--- config.mk ---
export PLATFORM = sky130hd
export DESIGN_NAME = mem_arbiter
export DESIGN_NICKNAME = d
export VERILOG_FILES = /design/src/rtl/mem_arbiter.sv
export SDC_FILE = /design/constraint.sdc
export NUM_CORES = 1
export LEC_CHECK = 0
export CORE_MARGIN = 5
export CORE_UTILIZATION = 45
export CTS_BUF_LIST = sky130_fd_sc_hd__clkbuf_16
export DETAILED_ROUTE_END_ITERATION = 8
export PLACE_DENSITY_LB_ADDON = 0.2
export SYNTH_ARGS = -nofsm -noshare
export SYNTH_HDL_FRONTEND = slang
export SYNTH_SLANG_ARGS = --single-unit
export TNS_END_PERCENT = 100
--- constraint.sdc ---
create_clock -name clk -period 20.9 [get_ports clk]
set_input_delay 4.18 -clock clk [delete_from_list [all_inputs] [get_ports clk]]
set_output_delay 4.18 -clock clk [all_outputs]
set_load 0.01 [all_outputs]
--- src/rtl/mem_arbiter.sv ---
// mem_arbiter: shares one single-ported memory between a fetch slot and a data slot.
// Define MEM_ARB_ROUND_ROBIN_EN for round-robin conflicts; otherwise data always wins.
module mem_arbiter #(
  parameter int ADDR_W = 32,
  parameter int DATA_W = 32
) (
  input  logic              clk,
  input  logic              rst,
  input  logic              inst_start,
  input  logic [ADDR_W-1:0] i_addr,
  output logic              inst_ready,
  output logic [DATA_W-1:0] inst,
  output logic              inst_valid,
  input  logic [2:0]        d_cmd,
  input  logic [ADDR_W-1:0] d_addr,
  input  logic [DATA_W-1:0] wdata,
  input  logic [DATA_W-1:0] wmask,
  output logic              d_cmd_ready,
  output logic [DATA_W-1:0] rdata,
  output logic              rdata_valid,
  output logic              mem_start,
  output logic              mem_we,
  output logic [ADDR_W-1:0] mem_addr,
  output logic [DATA_W-1:0] mem_wdata,
  output logic [DATA_W-1:0] mem_wmask,
  input  logic              mem_ready,
  input  logic [DATA_W-1:0] mem_rdata,
  input  logic              mem_rdata_valid
);
  typedef enum logic [1:0] {IDLE, ISSUE, WAIT} state_t;
  state_t state_q, state_d;
  logic i_pend_q, i_pend_d, d_pend_q, d_pend_d, d_we_q, d_we_d, gnt_q, gnt_d, g;
  logic [ADDR_W-1:0] i_addr_q, i_addr_d, d_addr_q, d_addr_d, mem_addr_q, mem_addr_d;
  logic [DATA_W-1:0] wdata_q, wdata_d, wmask_q, wmask_d, mem_wdata_q, mem_wdata_d;
  logic [DATA_W-1:0] mem_wmask_q, mem_wmask_d, inst_q, inst_d, rdata_q, rdata_d;
  logic inst_valid_q, inst_valid_d, rdata_valid_q, rdata_valid_d;
  logic mem_start_q, mem_start_d, mem_we_q, mem_we_d;
  logic i_acc, d_acc;
`ifdef MEM_ARB_ROUND_ROBIN_EN
  logic last_grant_q, last_grant_d;
  assign g = (i_pend_q && d_pend_q) ? !last_grant_q : d_pend_q;
`else
  assign g = d_pend_q;
`endif
  assign i_acc = inst_start && !i_pend_q;
  assign d_acc = (d_cmd == 3'd1 || d_cmd == 3'd2) && !d_pend_q;
  assign inst_ready = !i_pend_q;
  assign d_cmd_ready = !d_pend_q;
  assign inst = inst_q;
  assign inst_valid = inst_valid_q;
  assign rdata = rdata_q;
  assign rdata_valid = rdata_valid_q;
  assign mem_start = mem_start_q;
  assign mem_we = mem_we_q;
  assign mem_addr = mem_addr_q;
  assign mem_wdata = mem_wdata_q;
  assign mem_wmask = mem_wmask_q;
  always_comb begin
    state_d = state_q;
    gnt_d = gnt_q;
    i_pend_d = i_pend_q;
    i_addr_d = i_acc ? i_addr : i_addr_q;
    d_pend_d = d_pend_q;
    d_we_d = d_acc ? (d_cmd == 3'd2) : d_we_q;
    d_addr_d = d_acc ? d_addr : d_addr_q;
    wdata_d = d_acc ? wdata : wdata_q;
    wmask_d = d_acc ? wmask : wmask_q;
    mem_start_d = mem_start_q;
    mem_we_d = mem_we_q;
    mem_addr_d = mem_addr_q;
    mem_wdata_d = mem_wdata_q;
    mem_wmask_d = mem_wmask_q;
    inst_d = inst_q;
    rdata_d = rdata_q;
    inst_valid_d = 1'b0;
    rdata_valid_d = 1'b0;
`ifdef MEM_ARB_ROUND_ROBIN_EN
    last_grant_d = last_grant_q;
`endif
    if (i_acc) i_pend_d = 1'b1;
    if (d_acc) d_pend_d = 1'b1;
    case (state_q)
      IDLE: if (i_pend_q || d_pend_q) begin
        state_d = ISSUE;
        gnt_d = g;
`ifdef MEM_ARB_ROUND_ROBIN_EN
        last_grant_d = g;
`endif
        mem_start_d = 1'b1;
        mem_we_d = g && d_we_q;
        mem_addr_d = g ? d_addr_q : i_addr_q;
        mem_wdata_d = g ? wdata_q : '0;
        mem_wmask_d = g ? wmask_q : '0;
      end
      ISSUE: if (mem_ready) begin
        mem_start_d = 1'b0;
        state_d = (gnt_q && d_we_q) ? IDLE : WAIT;
        // Writes have no read phase: complete on memory acceptance.
        if (gnt_q && d_we_q) begin
          d_pend_d = 1'b0;
          rdata_valid_d = 1'b1;
          rdata_d = '0;
        end
      end
      WAIT: if (mem_rdata_valid) begin
        state_d = IDLE;
        if (gnt_q) begin
          d_pend_d = 1'b0;
          rdata_valid_d = 1'b1;
          rdata_d = mem_rdata;
        end else begin
          i_pend_d = 1'b0;
          inst_valid_d = 1'b1;
          inst_d = mem_rdata;
        end
      end
      default: state_d = IDLE;
    endcase
  end
  always_ff @(posedge clk or posedge rst) begin
    if (rst) begin
      state_q <= IDLE;
      gnt_q <= 1'b0;
      i_pend_q <= 1'b0;
      i_addr_q <= '0;
      d_pend_q <= 1'b0;
      d_we_q <= 1'b0;
      d_addr_q <= '0;
      wdata_q <= '0;
      wmask_q <= '0;
      mem_start_q <= 1'b0;
      mem_we_q <= 1'b0;
      mem_addr_q <= '0;
      mem_wdata_q <= '0;
      mem_wmask_q <= '0;
      inst_q <= '0;
      rdata_q <= '0;
      inst_valid_q <= 1'b0;
      rdata_valid_q <= 1'b0;
`ifdef MEM_ARB_ROUND_ROBIN_EN
      last_grant_q <= 1'b0;
`endif
    end else begin
      state_q <= state_d;
      gnt_q <= gnt_d;
      i_pend_q <= i_pend_d;
      i_addr_q <= i_addr_d;
      d_pend_q <= d_pend_d;
      d_we_q <= d_we_d;
      d_addr_q <= d_addr_d;
      wdata_q <= wdata_d;
      wmask_q <= wmask_d;
      mem_start_q <= mem_start_d;
      mem_we_q <= mem_we_d;
      mem_addr_q <= mem_addr_d;
      mem_wdata_q <= mem_wdata_d;
      mem_wmask_q <= mem_wmask_d;
      inst_q <= inst_d;
      rdata_q <= rdata_d;
      inst_valid_q <= inst_valid_d;
      rdata_valid_q <= rdata_valid_d;
`ifdef MEM_ARB_ROUND_ROBIN_EN
      last_grant_q <= last_grant_d;
`endif
    end
  end
endmodule

* Word-level counts from Yosys, hierarchy flattened
Index checks and enable logic that the tools add are counted.
** Word-level totals
- Word-level logic and storage cells :: 78
- Input bits :: 168
- Flip-flop bits (word level) :: 298
- Output and inout bits :: 166
** Operators by class
- Multiplexer cells :: 34
- Bitwise logic cells :: 1
- Equality and inequality tests :: 9
- Reductions and logical operators :: 16
** Operators by type and width (count)
- $mux W32 :: 7
- $pmux W32 S2 :: 1
- $mux W1 :: 18
- $ne A2 B2 Y1 const B :: 5
- $reduce_and A3 Y1 :: 3
- $mux W2 :: 4
- $pmux W1 S2 :: 3
- $pmux W2 S3 :: 1
- $reduce_and A5 Y1 :: 1
- $logic_and A1 B1 Y1 :: 4
- $reduce_bool A2 Y1 :: 2
- $eq A3 B1 Y1 const B :: 1
- $eq A3 B2 Y1 const B :: 1
- $eq A2 B1 Y1 const B :: 1
- $eq A2 B2 Y1 const B :: 1
- $logic_not A1 Y1 :: 2
- $logic_not A2 Y1 :: 1
- $logic_or A1 B1 Y1 :: 2
- $reduce_and A2 Y1 :: 1
- $not A1 Y1 :: 1

* Logic depth before layout (Yosys ltp)
Gate-level depths: netlist of run 1.
- Depth after elaboration :: 7
- Mapped depth :: 8
- Mapped depth without buffers :: 6

* Least setup slack after synthesis of run 1
Ideal clock, no wire load.
- Kind :: input port to flip-flop
- From :: input port mem_rdata_valid
- To :: register rdata_q[0] (netlist: rdata[0])
- Library setup time :: 0.121 ns
- Setup slack :: 15.461 ns
- Required time :: 20.779 ns
- Cell stages on the path :: 6
- Path buffers :: 3
- Arrival :: 5.318 ns
- Path through :: nor2b_4 -> buf_6 -> or4b_4 -> buf_6 -> buf_8 -> a22o_1
** On the way
- Word-level cells in the longest chain between the ends :: 2
** RTL lines
- start: declaration :: RTL line 28 : input logic mem_rdata_valid
- $ne A2 B2 Y1 (no line)
- $reduce_and A5 Y1 (no line)
- end signal: assignment :: RTL line 159 : rdata_q <= rdata_d;
- end: declaration :: RTL line 35 : logic [DATA_W-1:0] mem_wmask_q, mem_wmask_d, inst_q, inst_d, rdata_q, rdata_d;
No other way between the ends.
A chain may end at the register's enable or synchronous reset.

==> metrics.txt, run 1 <==
# IOs=334; crit path from=rst; TritonCTS clock tree=yes; Most Crowded Layer GR=met2; DRT Pass-1 Iters=6; met3 Use GR=about 5.4%; register area share after synthesis=a little under two thirds; yosys warns=0; syn_area_per_cell=between 10 and 15 um2; clk_skew=10.3 ps; mux cell area share after synthesis=18.2%; Pleak=just over 7 nW; final wirelength=roughly 30000 um; Hold Violations, Final=0; first-pass GRT wire length=~46000 um; Post-CTS Setup Repair Bufs=0; Synth top area share=a little under two thirds; Setup violations, final=0; Skew-Pair Late Insertion Delay=550 ps; Net Sw Power=~780 uW; largest net degree at the start of global routing=84; # port buffers=~330; Util after Layout=62.8%; HPWL Detailed=about 21000 um; gr usage total=about a fifth; die height=between 150 and 200 um; initial core utilization=45.4%; DR DRC count=0; antenna-violating nets left=0; worst-path cell chain=clkdlybuf4s50_1 -> inv_8 -> buf_4 -> buf_4; internal power=1.55 mW; CTS clk-pin slew, worst paths=~60 ps; post-cts resize count=0; Crit path largest cell delay=about 860 ps; critical path type=input port to asynchronous set/reset pin; initial DRC count=570; syn nets=roughly 1100; Worst Hold Depth=2; status=complete, no violations; Power Dens Cells=143 nW/um2; DR vias/cell=5.10; relative slew slack=~22%; crit path time final=roughly 6500 ps; vias in the first global route=8534; post-synthesis simple-gate area fraction=between 10 and 15%; die width=between 150 and 200 um; Critical Path Most Common Cell=buf_4; Max Cap Violations=0; Site Rows=59; final worst-path cycle share=between 30% and 40%; FMAX=154 MHz; initial antenna violation count=1; Std-Cell Core Area=approximately 26000 um2; ys flop type=dfrtp_1; GRT met1 Usage=between 20% and 30%; Synth async-reset ratio=100%; count leader, synth=dfrtp_1; Pins Over Slew Limit=0; synthesized area=11700 um2; Synth cell types=37; CP Max Fanout=83; clock tree sinks=298; adder and majority cell fraction of the synthesized area=0.320%; total CTS buffers=31; hold_buf cts=0; H-tree lvl count=1; setup_tns=0 ps; die area=slightly below 30000 um2; Worst setup EP type=asynchronous set/reset pin; DR WL/cell=approximately 18 um; XOR/XNOR Fraction of Synth Area=less than 1%; Reg2Reg Depth=5; Worst EP required=~21000 ps; fillers=roughly 2100; fraction of layout cells with a size suffix above 1=4.54%; Compound-Gate Fraction of Synth Area=around 4.4%; RR Startpoint=d_pend_q; Critical Path AT=roughly 6900 ps; R2R Setup Slk=17390 ps; CP Launch Type=input port; Clock Tree Root=clkbuf_16; RSZ-0062 raised after global routing=no; met2 Usage GRT=32.5%; combinational fraction of design power=a little over a third; Switching Fraction=around a third; slowest CP cell=buf_4; via count=~8000; Worst-Margin Slew=roughly 1200 ps; sequential power share=between 40 and 50%; synth top area cells=dfrtp_1, mux2_1, nand2_1, nand3_1, mux2i_1; RR Endpoint=mem_addr[19]; clock buffer depth=3; number of flops mapped to enable cells by yosys=0; Worst Hold Class=register to register; flops & latches, synth=slightly below 300; global route overflow=0; post-synth top area cell=dfrtp_1; Layout Nets=1425; Critical Path End=d_pend_q; P&R area growth vs syn=38.3%; Clk network pwr share=21.3%; GP Congestion=between 0.8 and 0.9; top cells by count, synth=dfrtp_1, nand2_1, mux2_1; peak supply drop=around 79 uV; largest family of logic cells by synthesized area=multiplexers; Post-Syn Instances=around 940
-- worst max-delay path, delay by kind of cell --
family / cells / cell delay, ps
buffers and inverters: 4 / 2610
-- how the worst min path moves through the flow --
stage                  startpoint             to
detailed placement  mem_wdata[11]  mem_wdata[11]
global placement    mem_wdata[31]  mem_wdata[31]
floorplan             i_addr_q[0]    i_addr_q[0]
global route        mem_wdata[31]  mem_wdata[31]
CTS                 mem_wdata[11]  mem_wdata[11]
finish              mem_wmask[16]  mem_wmask[16]
-- layout make-up --
| type | instances | area (um2) | area share, % |
|---|---|---|---|
| clock buffer | 31 | 776 | 4.78 |
| tap | 335 | 419 | 2.58 |
| multi-input combinational | 573 | 4000 | 24.6 |
| inverter | 8 | 37.5 | 0.231 |
| antenna | 2 | 5.00 | 0.0308 |
| clock inverter | 26 | 138 | 0.848 |
| timing repair buffer | 342 | 3400 | 21.0 |
| sequential | 298 | 7460 | 46.0 |
-- stage by stage --
step	worst slack, ps	power (mW)	instances	area [um2]	hold WS [ps]
floorplan	8490	1.43	943	11700	457
global placement	13670	1.83	1556	15300	448
detailed placement	13670	1.86	1556	15300	454
CTS	14250	2.36	1613	16200	468
global route	13910	2.48	1613	16200	485
finish	14400	2.32	1615	16200	463
-- cell usage in the layout, fill, tap and decap left out, drive strengths merged, types with 13 or more instances in the layout --
cell type        n
clkinv          13
inv             20
mux2i           32
a22o            17
nand3           82
clkdlybuf4s50  333
dfrtp          298
nand2          200
o21ai           37
o211ai          15
mux2           161
clkbuf          31
-- cell families (layout without fill, tap and decap cells) --
group	after synthesis	after routing
AOI/OAI and AO/OA	79	79
adders and majority gates	3	3
other	0	2
xor gates and xnor gates	1	1
muxes	193	193
DFF	298	298
and+or+nand+nor	297	297
buffers and inverters	72	407
-- registers in the layout, indices dropped and copies added, names as in the netlist --
| register | cells |
|---|---|
| wmask_q | 32 |
| mem_wmask | 32 |
| i_addr_q | 32 |
| inst | 32 |
| mem_we | 1 |
| d_we_q | 1 |
| gnt_q | 1 |
| mem_addr | 32 |
| rdata_valid | 1 |
| mem_wdata | 32 |
| i_pend_q | 1 |
| mem_start | 1 |
| d_addr_q | 32 |
| d_pend_q | 1 |
| wdata_q | 32 |
| state_q | 2 |
| rdata | 32 |
| inst_valid | 1 |
-- power groups by stage --
stage / Clock (mW) / Sequential (mW) / Combinational, mW
after global routing: 0.534 / 1.03 / 0.922
final: 0.495 / 0.994 / 0.835
after CTS: 0.509 / 0.997 / 0.854
after global placement: 0 / 0.997 / 0.828
after floorplan: 0 / 1.01 / 0.428
after detailed placement: 0 / 1.00 / 0.852
-- layer usage --
layer  up-vias  share of wire (%)
met1      4073                 40
met5         -              0.037
met4         2                2.3
li1       3849                  -
met2       266                 48
met3        40                9.4
No activity file was read; power rests on OpenSTA's default activity.
==> run 2, diff against run 1 <==
--- a/config.mk
+++ b/config.mk
@@ -6,7 +6,7 @@
 export NUM_CORES = 1
 export LEC_CHECK = 0
 export CORE_MARGIN = 5
-export CORE_UTILIZATION = 45
+export CORE_UTILIZATION = 43
 export CTS_BUF_LIST = sky130_fd_sc_hd__clkbuf_16
 export DETAILED_ROUTE_END_ITERATION = 8
 export PLACE_DENSITY_LB_ADDON = 0.2
==> constraint.sdc (replaced) <==
create_clock -name clk -period 5.37 [get_ports clk]
set_input_delay 1.074 -clock clk [delete_from_list [all_inputs] [get_ports clk]]
set_output_delay 1.074 -clock clk [all_outputs]
set_load 0.01 [all_outputs]
==> run 2 against run 1 <==
Compared with the run above: clock power rose to 4.2 times the previous value; clock skew up 2.5 ps; first-iteration DRC count is 34% lower; final cell count increased by 0.19%; clock-buffer cell count increased by 4; global-route usage is 0.97 points lower; worst hold slack worse by 1.9 ps; sequential power rose to 3.9 times the previous value; routed wire length down 0.53%; combinational power increased to 3.9 times the previous value.
==> metrics.txt, run 2 (synthesis results as in run 1) <==
status=complete, no violations; final worst slack=2090 ps (-12310 ps); CTS clk-pin slew, worst paths=60 ps (about the same); Power Dens Cells=561 nW/um2 (+290%); Hold Violations, Final=0 (unchanged); initial DRC count=375 (-34%); P&R area growth vs syn=39.2%; global route overflow=0 (unchanged); Pleak=7.30 nW (+0.53%); fin area=16300 um2 (+0.62%); fraction of layout cells with a size suffix above 1=4.70% (+0.16 points); crit path time final=3280 ps; Std-Cell Core Area=27000 um2 (+4.3%); die area=30700 um2 (+4.4%); TritonCTS clock tree=yes; Clock Tree Root=clkbuf_16; Most Crowded Layer GR=met2; first-pass GRT wire length=46500 um (+0.25%); antenna-violating nets left=0 (unchanged); DRT Pass-1 Iters=4 (-2); CP Max Fanout=60 (-28%); GP Congestion=0.782 (-3.9%); Post-CTS Setup Repair Bufs=0 (unchanged); Skew-Pair Late Insertion Delay=500 ps (-50 ps); die width=175 um (+2.2%); Pins Over Slew Limit=0 (unchanged); # IOs=334 (unchanged); via count=8175 (-0.67%); relative slew slack=23.4% (+1.3 points); Site Rows=60 (+1.7%); Worst EP required=4300 ps (-17050 ps); most frequent cells in the layout=clkdlybuf4s50_1, dfrtp_1, nand2_1, mux2_1, nand3_1; hold_buf cts=0 (unchanged); clk_skew=12.8 ps (+2.48 ps); DR DRC count=0 (unchanged); # port buffers=333 (unchanged); placement-stage worst setup slack=1780 ps (-11890 ps); die height=175 um (+2.2%); Worst-Margin Slew=1150 ps (-17.1 ps); Util after Layout=60.6% (-2.2 points); met2 Usage GRT=31.3% (-1.2 points); RSZ-0062 raised after global routing=no; Worst setup EP type=output port; largest net degree at the start of global routing=96 (+14%); H-tree lvl count=2 (+1); HPWL Detailed=20000 um (-2.8%); clock tree sinks=298 (unchanged); CP Launch Type=register; most common cell after layout, fill and taps aside=clkdlybuf4s50_1; Worst Hold Class=register to register; overall power=9.17 mW (+290%); FMAX=between 300 and 400 MHz; Max Cap Violations=0 (unchanged); initial core utilization=43.5% (-1.9 points); setup_tns=0 ps (unchanged); post-cts resize count=0 (unchanged); critical path type=register to output port; Critical Path AT=2210 ps (-4730 ps); total CTS buffers=34 (+9.7%); final wirelength=29600 um (-0.53%); Placed Area=15300 um2 (+0.24%); peak supply drop=385 uV (+390%); vias in the first global route=8515 (-0.22%); final worst-path cycle share=between 60% and 70%; GRT met1 Usage=23.8% (-2.2 points); DR vias/cell=5.05 (-0.85%); Layout Nets=1429 (+0.28%); gr usage total=18.7% (-0.97 points); DR WL/cell=18.3 um (-0.72%); met3 Use GR=5.43% (+0.052 points); Setup violations, final=0 (unchanged); fillers=2220 (+4.2%); initial antenna violation count=1 (unchanged); clock buffer depth=3 (unchanged)
run 2: area by class of cell:
type	count	area, um2	share of cell area, %
flip-flops and latches	298	7460	45.7
multi-input cells	573	4000	24.5
clock buffers	35	876	5.36
inverters	8	33.8	0.207
diodes	1	2.50	0.0153
repair buffers	343	3430	21.0
clock inverters	19	104	0.636
well taps	341	427	2.61
run 2: worst paths after layout:
kind | startpoint | to | slack, ps | depth (start not counted)
min reg2reg | mem_wmask[13] | mem_wmask[13] | 460 | 2
max in group asynchronous | rst | wdata_q[4] | 3110 | 3
min | mem_wmask[13] | mem_wmask[13] | 460 | 2
max | d_pend_q | d_cmd_ready | 2090 | 2
max reg2reg | d_pend_q | mem_addr[20] | 2370 | 3
min in group asynchronous | rst | d_we_q | 1210 | 2
run 2: power breakdown:
part	leakage, nW	internal [mW]	switching [mW]	total, mW
sequential	3.72	3.25	0.630	3.88
combinational	3.06	1.70	1.53	3.23
clock	0.517	1.21	0.849	2.06
total	7.30	6.16	3.01	9.17
run 2: critical path: stages (launching register included):
cell             delay, ps
dfrtp_4               1010
inv_1                  130
clkdlybuf4s50_1        550
run 2: routing by layer:
metal / vias to the layer above / routed length [um]
met1: 4021 / 12400
met3: 52 / 2190
met2: 259 / 14400
li1: 3843 / -
met5: - / 0
met4: 0 / 708
run 2: per-stage QoR:
| step | cells | hold slack [ps] |
|---|---|---|
| final | 1618 | 461 |
| after global routing | 1618 | 488 |
| after CTS | 1617 | 466 |
| after detailed placement | 1563 | 454 |
| after global placement | 1563 | 448 |
| after floorplan | 943 | 457 |
